[config.mk]
export PLATFORM = sky130hd
export DESIGN_NAME = multi_hit_priority_encoder
export DESIGN_NICKNAME = d
export VERILOG_FILES = /design/src/rtl/mhpe_pkg.sv /design/src/rtl/chunk_prio_find.sv /design/src/rtl/multi_hit_priority_encoder.sv
export SDC_FILE = /design/constraint.sdc
export NUM_CORES = 1
export LEC_CHECK = 0
export CAP_MARGIN = 5
export CORE_MARGIN = 2
export CORE_UTILIZATION = 30
export DETAILED_ROUTE_END_ITERATION = 10
export PLACE_DENSITY = 0.56
export RECOVER_POWER = 25
export SETUP_SLACK_MARGIN = 0.3
export SLEW_MARGIN = 5
export SYNTH_ARGS = -nofsm -noshare
export SYNTH_HDL_FRONTEND = slang
export SYNTH_SLANG_ARGS = --single-unit
[constraint.sdc]
create_clock -name clk -period 5.1 [get_ports clk]
set_input_delay 1.02 -clock clk [delete_from_list [all_inputs] [get_ports clk]]
set_output_delay 1.02 -clock clk [all_outputs]
set_load 0.01 [all_outputs]
[src/rtl/mhpe_pkg.sv]
// Shared types and constants for the multi-hit priority encoder.
// Holds the controller state encoding and the priority-order mode values.
package mhpe_pkg;

    typedef enum logic [1:0] {
        ST_IDLE = 2'd0,
        ST_SCAN = 2'd1,
        ST_EMIT = 2'd2,
        ST_DONE = 2'd3
    } mhpe_state_e;

    localparam logic MODE_MSB_FIRST = 1'b0;
    localparam logic MODE_LSB_FIRST = 1'b1;

endpackage

[src/rtl/chunk_prio_find.sv]
// Combinational finder: reports whether a chunk has any set bit and the local
// index of the highest-priority one for the given mode.
module chunk_prio_find
    import mhpe_pkg::*;
#(
    parameter int CHUNK_LEN = 8,
    parameter int IDX_W     = (CHUNK_LEN > 1) ? $clog2(CHUNK_LEN) : 1
) (
    input  logic [CHUNK_LEN-1:0] chunk_i,
    input  logic                 mode_i,
    output logic                 found_o,
    output logic [IDX_W-1:0]     idx_o
);

    // The last assignment in each loop wins, so loop direction sets priority.
    always_comb begin
        found_o = |chunk_i;
        idx_o   = '0;
        if (mode_i == MODE_LSB_FIRST) begin
            for (int i = CHUNK_LEN - 1; i >= 0; i--) begin
                if (chunk_i[i]) idx_o = IDX_W'(i);
            end
        end else begin
            for (int i = 0; i < CHUNK_LEN; i++) begin
                if (chunk_i[i]) idx_o = IDX_W'(i);
            end
        end
    end

endmodule

[src/rtl/multi_hit_priority_encoder.sv]
// Emits the index of every set bit of a captured vector, one handshake per hit,
// in strict priority order, scanning one chunk per cycle.
module multi_hit_priority_encoder
    import mhpe_pkg::*;
#(
    parameter  int DATA_LEN   = 32,
    parameter  int CHUNK_LEN  = 8,
    localparam int RESULT_LEN = $clog2(DATA_LEN)
) (
    input  logic                  clk,
    input  logic                  rst,
    input  logic                  start,
    output logic                  ready,
    input  logic                  mode,
    input  logic [DATA_LEN-1:0]   data_in,
    output logic                  result_valid,
    input  logic                  result_ready,
    output logic [RESULT_LEN-1:0] result,
    output logic                  result_last,
    output logic                  done,
    output logic                  zero_f,
    output logic [RESULT_LEN:0]   hit_count
);

    localparam int NCHUNK = DATA_LEN / CHUNK_LEN;
    localparam int PTR_W  = (NCHUNK > 1) ? $clog2(NCHUNK) : 1;
    localparam int LIDX_W = (CHUNK_LEN > 1) ? $clog2(CHUNK_LEN) : 1;

    mhpe_state_e          state_q, state_d;
    logic [DATA_LEN-1:0]  w_q, w_d;
    logic                 mode_q, mode_d;
    logic [PTR_W-1:0]     ptr_q, ptr_d;
    logic [RESULT_LEN:0]  hit_count_q, hit_count_d;
    logic                 zero_f_q, zero_f_d;

    logic [PTR_W-1:0]      cidx;
    logic [CHUNK_LEN-1:0]  chunk;
    logic                  found;
    logic [LIDX_W-1:0]     lidx;
    logic [RESULT_LEN-1:0] abs_idx;
    logic                  one_left;
    logic                  ptr_last;

    // ptr counts scan steps; cidx maps it onto a physical chunk for the mode.
    always_comb begin
        cidx     = (mode_q == MODE_MSB_FIRST) ? (PTR_W'(NCHUNK - 1) - ptr_q) : ptr_q;
        chunk    = CHUNK_LEN'(w_q >> (int'(cidx) * CHUNK_LEN));
        abs_idx  = RESULT_LEN'(int'(cidx) * CHUNK_LEN + int'(lidx));
        one_left = (w_q != '0) && ((w_q & (w_q - DATA_LEN'(1))) == '0);
        ptr_last = (ptr_q == PTR_W'(NCHUNK - 1));
    end

    chunk_prio_find #(
        .CHUNK_LEN (CHUNK_LEN),
        .IDX_W     (LIDX_W)
    ) u_find (
        .chunk_i (chunk),
        .mode_i  (mode_q),
        .found_o (found),
        .idx_o   (lidx)
    );

    always_ff @(posedge clk) begin
        if (!rst) begin
            state_q     <= ST_IDLE;
            w_q         <= '0;
            mode_q      <= MODE_MSB_FIRST;
            ptr_q       <= '0;
            hit_count_q <= '0;
            zero_f_q    <= 1'b0;
        end else begin
            state_q     <= state_d;
            w_q         <= w_d;
            mode_q      <= mode_d;
            ptr_q       <= ptr_d;
            hit_count_q <= hit_count_d;
            zero_f_q    <= zero_f_d;
        end
    end

    always_comb begin
        state_d     = state_q;
        w_d         = w_q;
        mode_d      = mode_q;
        ptr_d       = ptr_q;
        hit_count_d = hit_count_q;
        zero_f_d    = zero_f_q;
        unique case (state_q)
            ST_IDLE: begin
                if (start) begin
                    w_d         = data_in;
                    mode_d      = mode;
                    ptr_d       = '0;
                    hit_count_d = '0;
                    zero_f_d    = 1'b0;
                    state_d     = ST_SCAN;
                end
            end
            ST_SCAN: begin
                if (found) begin
                    state_d = ST_EMIT;
                end else if (ptr_last) begin
                    zero_f_d = (hit_count_q == '0);
                    state_d  = ST_DONE;
                end else begin
                    ptr_d = ptr_q + PTR_W'(1);
                end
            end
            ST_EMIT: begin
                // The pointer stays put so the same chunk is rescanned for further hits.
                if (result_ready) begin
                    w_d         = w_q & ~(DATA_LEN'(1) << abs_idx);
                    hit_count_d = hit_count_q + (RESULT_LEN + 1)'(1);
                    state_d     = ST_SCAN;
                end
            end
            ST_DONE: begin
                state_d = ST_IDLE;
            end
            default: state_d = ST_IDLE;
        endcase
    end

    always_comb begin
        ready        = (state_q == ST_IDLE);
        result_valid = (state_q == ST_EMIT);
        result       = (state_q == ST_EMIT) ? abs_idx : '0;
        result_last  = (state_q == ST_EMIT) && one_left;
        done         = (state_q == ST_DONE);
        zero_f       = zero_f_q;
        hit_count    = hit_count_q;
    end

endmodule

---- Yosys cells after proc, flatten, opt, wreduce, memory -nomap -nowiden ----
Cells that the tools add are included.
operators by class
  add/subtract/negate cells ............... 5
  eq/ne operators ......................... 10
  shift operators ......................... 2
  muxes and demuxes ....................... 37
  bitwise operators ....................... 3
  reductions and logical operators ........ 14
operator list
  cell                     count
  $and A32 B32 Y32         2
  $mux W32                 2
  $pmux W32 S2             1
  $mux W3                  13
  $logic_not A32 Y1        1
  $not A32 Y32             1
  $reduce_bool A32 Y1      1
  $shl A1 B5 Y32 const A   1
  $shr A32 B5 Y8           1
  $sub A32 B1 Y32 const B  1
  $mux W2                  10
  $mux W6                  2
  $pmux W6 S2              1
  $ne A2 B2 Y1 const B     4
  $pmux W2 S4              1
  $reduce_and A4 Y1        2
  $reduce_or A8 Y1         1
  $add A6 B1 Y6 const B    1
  $eq A2 B2 Y1 const B     3
  $logic_not A6 Y1         1
  $reduce_and A3 Y1        2
  $add A5 B3 Y5            1
  $mux W5                  1
  $mux W1                  4
  11 further kinds         13
storage, ports and cells
  bits in registers ....................... 44
  bits of input ports ..................... 37
  output and inout port bits .............. 16
  word-level logic and storage cells ...... 77

---- Depth between registers and ports, before layout ----
Gate-level depths: netlist of the first run.
  depth after elaboration ................. 18
  mapped depth ............................ 12
  gate-level depth less buffers ........... 8

---- By module ----
A second synthesis of the first run with hierarchy kept.
unflattened totals
  cell total of the unflattened synthesis .. 324
  area, all modules ....................... 2647.5 um^2
modules (own cells, without submodules)
  module                      instances  cells an instance  area an instance (um^2)  seq. area each (um^2)
  multi_hit_priority_encoder  1          303                2523.7                   880.8
  chunk_prio_find             1          21                 123.9                    0.0

---- Worst setup path after synthesis of the first run ----
OpenSTA, ideal clock, no wires.
  path type ............................... flip-flop to output port
  start point ............................. register w_q[5]
  end point ............................... output port result_last
  data arrival time ....................... 2.526 ns
  slack ................................... 1.554 ns
  cell stages (with the launch flop) ...... 9
  path buffers ............................ 0
  cells stage by stage .................... dfxtp_1 nor4_1 nand4_1 nor3_1 and4b_1 nand4_1 a2111oi_0 nor2_1 a2111oi_0
on the way
  cells in the longest elaborated chain, start to end .. 5
  elaborated cells between the ends (all ways) .. 6
  those cells by class .................... add/sub (1); bitwise (1); reduce/logical (4)
RTL lines
  what                      RTL line                           RTL
  start: declaration        multi_hit_priority_encoder.sv:30   logic [DATA_LEN-1:0] w_q, w_d;
  start signal: assignment  multi_hit_priority_encoder.sv:73   w_q <= w_d;
  $sub A32 B1 Y32           multi_hit_priority_encoder.sv:49   one_left = (w_q != '0) && ((w_q & (w_q - DATA_LEN'(1))) == '0);
  $and A32 B32 Y32          multi_hit_priority_encoder.sv:49
  $logic_not A32 Y1         multi_hit_priority_encoder.sv:49
  $logic_and A1 B1 Y1 (*)   multi_hit_priority_encoder.sv:49
  $logic_and A1 B1 Y1 (*)   multi_hit_priority_encoder.sv:128  result_last = (state_q == ST_EMIT) && one_left;
  end: declaration          multi_hit_priority_encoder.sv:19   output logic result_last,
Every way passes the cells marked *; elsewhere a longest branch is shown, timed or not.

---- Final worst setup path of the first run ----
  start point ............................. register mode_q
  end point ............................... output port result[0]
on the way
  cells in the longest elaborated chain, start to end .. 13
  elaborated cells between the ends (all ways) .. 20
  those cells by class .................... add/sub (1); shift (1); mux (18)
RTL lines
  what                      RTL line                           RTL
  start: declaration        multi_hit_priority_encoder.sv:31   logic mode_q, mode_d;
  start signal: assignment  multi_hit_priority_encoder.sv:74   mode_q <= mode_d;
  $mux W2                   multi_hit_priority_encoder.sv:46   cidx = (mode_q == MODE_MSB_FIRST) ? (PTR_W'(NCHUNK - 1) - ptr_q) : ptr_q;
  $shr A32 B5 Y8            multi_hit_priority_encoder.sv:47   chunk = CHUNK_LEN'(w_q >> (int'(cidx) * CHUNK_LEN));
  $mux W3 (8 in series)     chunk_prio_find.sv:21              if (chunk_i[i]) idx_o = IDX_W'(i);
  $mux W3 (*)               chunk_prio_find.sv:19              if (mode_i == MODE_LSB_FIRST) begin
  $add A5 B3 Y5 (*)         multi_hit_priority_encoder.sv:48   abs_idx = RESULT_LEN'(int'(cidx) * CHUNK_LEN + int'(lidx));
  $mux W5 (*)               multi_hit_priority_encoder.sv:127  result = (state_q == ST_EMIT) ? abs_idx : '0;
  end: declaration          multi_hit_priority_encoder.sv:18   output logic [RESULT_LEN-1:0] result,
Marked as above.

==> tab_implementation.tex, run 1 <==
\begin{tabular}{lr}
\hline
Metric & Value \\
\hline
\multicolumn{2}{l}{\textbf{Run status}} \\
Result of the run & completed \\
\multicolumn{2}{l}{\textbf{Finish}} \\
Area growth from synthesis to layout & 23.8\% \\
Share of layout cells above drive strength 1 & under 10\% \\
ANT cells & 0 \\
Filler cell count in the final layout & 1137 \\
Final non-filler cell total & 604 \\
Number of nets at the end of the flow & 503 \\
\multicolumn{2}{l}{\textbf{Worst hold path}} \\
Worst min path class & reg2reg \\
\multicolumn{2}{l}{\textbf{Job}} \\
Number of max-cap violations & 0 \\
\multicolumn{2}{l}{\textbf{Clock tree}} \\
\# hold bufs at CTS & 0 \\
H-tree level count & 2 \\
Total number of clock tree sinks & 44 \\
Buffer type at the clock tree root & clkbuf\_8 \\
Buffers inserted during post-CTS setup optimization & 0 \\
Number of buffers on the longest clock path & 2 \\
CTS tree & done \\
TritonCTS Buffers & 5 \\
Clock slew seen by the registers of the worst setup and hold paths & 100 ps \\
Latest clock arrival within the worst-skew pair & approximately 320 ps \\
\multicolumn{2}{l}{\textbf{Timing}} \\
Transition at the pin with the smallest max-transition slack & between 1000 and 1500 ps \\
Fin crit share & 88.3\% \\
Time the worst path needs with I/O delays and setup & 4500 ps \\
Highest clock rate & 0.222 GHz \\
Number of failing setup endpoints in the final timing report & 0 \\
RSZ-0062 raised after global routing & true \\
Post-route clock skew & about 10 ps \\
Max-slew violation count & 0 \\
Relative slew slack & between 20\% and 30\% \\
Number of endpoints with negative hold slack in the final report & 0 \\
Final setup TNS & 0 ps \\
Final worst-path setup slack & 596 ps \\
\multicolumn{2}{l}{\textbf{Drt}} \\
Via density per instance & 5.80 \\
Number of nets with antenna violations after detailed routing & 0 \\
WL final & between 10000 and 15000 µm \\
DRC violations left & 0 \\
Initial drt markers & 387 \\
First-pass detailed-route iteration total & 5 \\
Wire length per cell & 19.1 µm \\
Overall via count from detail\_route & 3505 \\
\multicolumn{2}{l}{\textbf{Worst setup path}} \\
Biggest cell delay along the critical path & 640 ps \\
Required time reported for the critical path endpoint & 4080 ps \\
Worst-path fanout max & 23 \\
Slowest stage cell on the critical path & nor2b\_1 \\
Cell class contributing the biggest share of worst-path delay & simple AND/OR/NAND/NOR gates \\
CP Class & reg2out \\
Critical path cell sequence & nor2b\_1, a21oi\_1, o221ai\_2, nand3\_1, o2bb2ai\_1, mux2i\_1, nor2\_1, clkdlybuf4s50\_1 \\
Critical path launch point type & flop \\
Sort of element at the end of the critical path & output port \\
Arr. time, crit path & 3480 ps \\
Number of buffer and inverter stages on the critical path & 1 \\
\multicolumn{2}{l}{\textbf{Place}} \\
Hpwl dp & 8410 µm \\
Port buffer count & 52 \\
Routability cong. & around 0.9 \\
Pre-CTS setup slack & 916 ps \\
Total placed cells including tap cells & 596 \\
\multicolumn{2}{l}{\textbf{Synth}} \\
Count of unique library cells instantiated by Yosys & 67 \\
Asr flop ratio synth & 0\% \\
Synthesis Warnings & 0 \\
Flip-flop and latch count after synthesis & 44 \\
Proportion of netlist area held by the largest area contributor & around 27\% \\
Synthesized Nets & 461 \\
Number of instances in the synthesized netlist & roughly 420 \\
Post-synthesis instance area & 3260 µm² \\
Average cell area after synthesis & 7.74 µm² \\
Top\_reg\_cell synth & dfxtp\_1 \\
Leading area contributor after synthesis & dfxtp\_1 \\
Biggest area contributors in the synthesized netlist & dfxtp\_1 27\%, nand2\_1 6.7\%, mux2i\_1 5.2\%, nor2\_1 3.8\%, nand3\_1 3.2\% \\
Most frequent cell after synthesis & nand2\_1 \\
Seq/Total Area, Yosys & a little over a quarter \\
Top cells by instance count after synthesis & 58 x nand2\_1, 44 x dfxtp\_1, 33 x nor2\_1 \\
Number of synthesized flops with an enable pin & 0 \\
\multicolumn{2}{l}{\textbf{Die}} \\
Effective utilization at floorplan & 30.4\% \\
Core area & 10700 µm² \\
Number of ports placed on the die boundary & 53 \\
Die Width & 108 µm \\
Overall die height & about 110 µm \\
Die area & 11700 µm² \\
\# rows & 38 \\
\multicolumn{2}{l}{\textbf{Global route}} \\
GRT Util Overall & 20.0\% \\
Via count of the first global-routing pass & 3367 \\
Largest net degree at the start of global routing & 33 \\
Wire length of the first global-routing pass & 18200 µm \\
Grt total ovfl & 0 \\
Initial antenna violation count & 0 \\
\multicolumn{2}{l}{\textbf{Power}} \\
IR drop worst, VDD & 0.126 mV \\
Power per Cell Area & 324 nW/µm² \\
Reported leakage power & between 1 and 1.5 nW \\
\hline
\end{tabular}
-- layout make-up --
type,count,area (µm²),area share (%)
well taps,140,175,4.35
repair buffers,61,581,14.4
clock inverters,3,46.3,1.15
inverters,8,30.0,0.745
multi-input cells,343,2250,55.8
flip-flops and latches,44,882,21.9
clock buffers,5,68.8,1.71
-- what timing repair did --
action / CTS / global route
gates resized for setup: 0 / 3
hold endpoints to repair: 0 / 0
setup endpoints to repair: 0 / 2
-- worst paths after layout --
| kind | start | endpoint | slack, ps | cells past startpoint |
|---|---|---|---|---|
| setup reg to reg | mode_q | w_q[31] | 1440 | 8 |
| hold / removal | hit_count[1] | hit_count[1] | 540 | 2 |
| hold reg to reg | hit_count[1] | hit_count[1] | 540 | 2 |
| setup / recovery | mode_q | result[0] | 600 | 8 |
-- cells by family after synthesis --
| kind of cell | count (synthesis) | share of synthesized area (%) |
|---|---|---|
| simple gates | 178 | 27.0 |
| compound gates | 129 | 29.2 |
| flops | 44 | 27.0 |
| buf+inv | 34 | 4.38 |
| mux | 23 | 8.34 |
| xor+xnor | 7 | 1.88 |
| fa+ha+maj | 6 | 2.07 |
-- power by group --
group | total [mW] | switching (mW) | internal, mW
Combinational | 0.534 | 0.313 | 0.221
Clock | 0.297 | 0.149 | 0.148
Sequential | 0.473 | 0.0888 | 0.384
Total | 1.30 | 0.552 | 0.753
-- cell usage in the layout, fill, tap and decap left out, types with 3 or more instances in the layout --
cell / synthesis / routed
o21bai_1: 3 / 3
a31oi_1: 9 / 9
clkbuf_8: 0 / 5
a2111oi_0: 3 / 3
nor2b_1: 5 / 5
nor3b_1: 3 / 3
and2_1: 9 / 9
nand2_1: 58 / 58
o21a_1: 5 / 5
nand3_1: 21 / 21
a21boi_0: 3 / 3
inv_1: 7 / 7
clkdlybuf4s50_1: 0 / 42
o22ai_1: 3 / 3
a32oi_1: 7 / 7
xor2_1: 5 / 5
o211ai_1: 9 / 9
mux2i_1: 17 / 17
dlygate4sd3_1: 0 / 10
dfxtp_1: 44 / 43
a31o_2: 5 / 5
buf_4: 0 / 7
a21oi_1: 18 / 18
mux2_2: 3 / 3
maj3_1: 3 / 3
and3_1: 6 / 6
a32o_1: 5 / 5
a22oi_1: 11 / 11
a211oi_1: 3 / 3
ha_1: 3 / 3
nand2b_1: 12 / 12
nand4_1: 6 / 6
o31ai_1: 3 / 3
a22o_1: 3 / 3
a41oi_1: 3 / 3
nor2_1: 33 / 33
nor3_1: 8 / 8
o21ai_0: 17 / 17
-- routing by layer --
metal  track usage (%)  up-vias  routed length, µm
met5                 0        -                  0
met4              5.31        0                174
met3              3.68       21                975
met2              31.2      146               5010
met1              28.4     1667               5370
li1                  -     1671                  -
-- registers in the layout (all words and copies together) (netlist names) --
signal and cells:
state_q 2, w_q 32, zero_f 1, hit_count 6, ptr_q 2, mode_q 1
-- tightest hold or removal path: cells and delay by family (launching register included) --
kind               cells  cell delay (ps)
and+or+nand+nor        1               70
DFF                    1              370
AOI/OAI and AO/OA      1               70
-- per-stage QoR --
| step | power (mW) | cell area (µm²) | hold slack (ps) | util (%) |
|---|---|---|---|---|
| floorplan | 0.808 | 3260 | 481 | - |
| global placement | 0.996 | 3910 | 509 | 36.5 |
| detailed placement | 1.00 | 3910 | 522 | 36.5 |
| CTS | 1.30 | 4020 | 540 | 37.6 |
| global route | 1.38 | 4030 | 602 | 37.7 |
| finish | 1.30 | 4030 | 544 | 37.7 |
Note: power is estimated with default switching activity, not from simulation.
==> inputs of run 2 (changes only) <==
--- a/config.mk
+++ b/config.mk
@@ -8,6 +8,7 @@
 export CAP_MARGIN = 5
 export CORE_MARGIN = 2
 export CORE_UTILIZATION = 30
+export CTS_BUF_LIST = sky130_fd_sc_hd__clkbuf_2 sky130_fd_sc_hd__clkbuf_4 sky130_fd_sc_hd__clkbuf_8
 export DETAILED_ROUTE_END_ITERATION = 10
 export PLACE_DENSITY = 0.56
 export RECOVER_POWER = 25
==> results of run 2 <==
No change in the layout: final DEF, timing and power equal those of run 1.
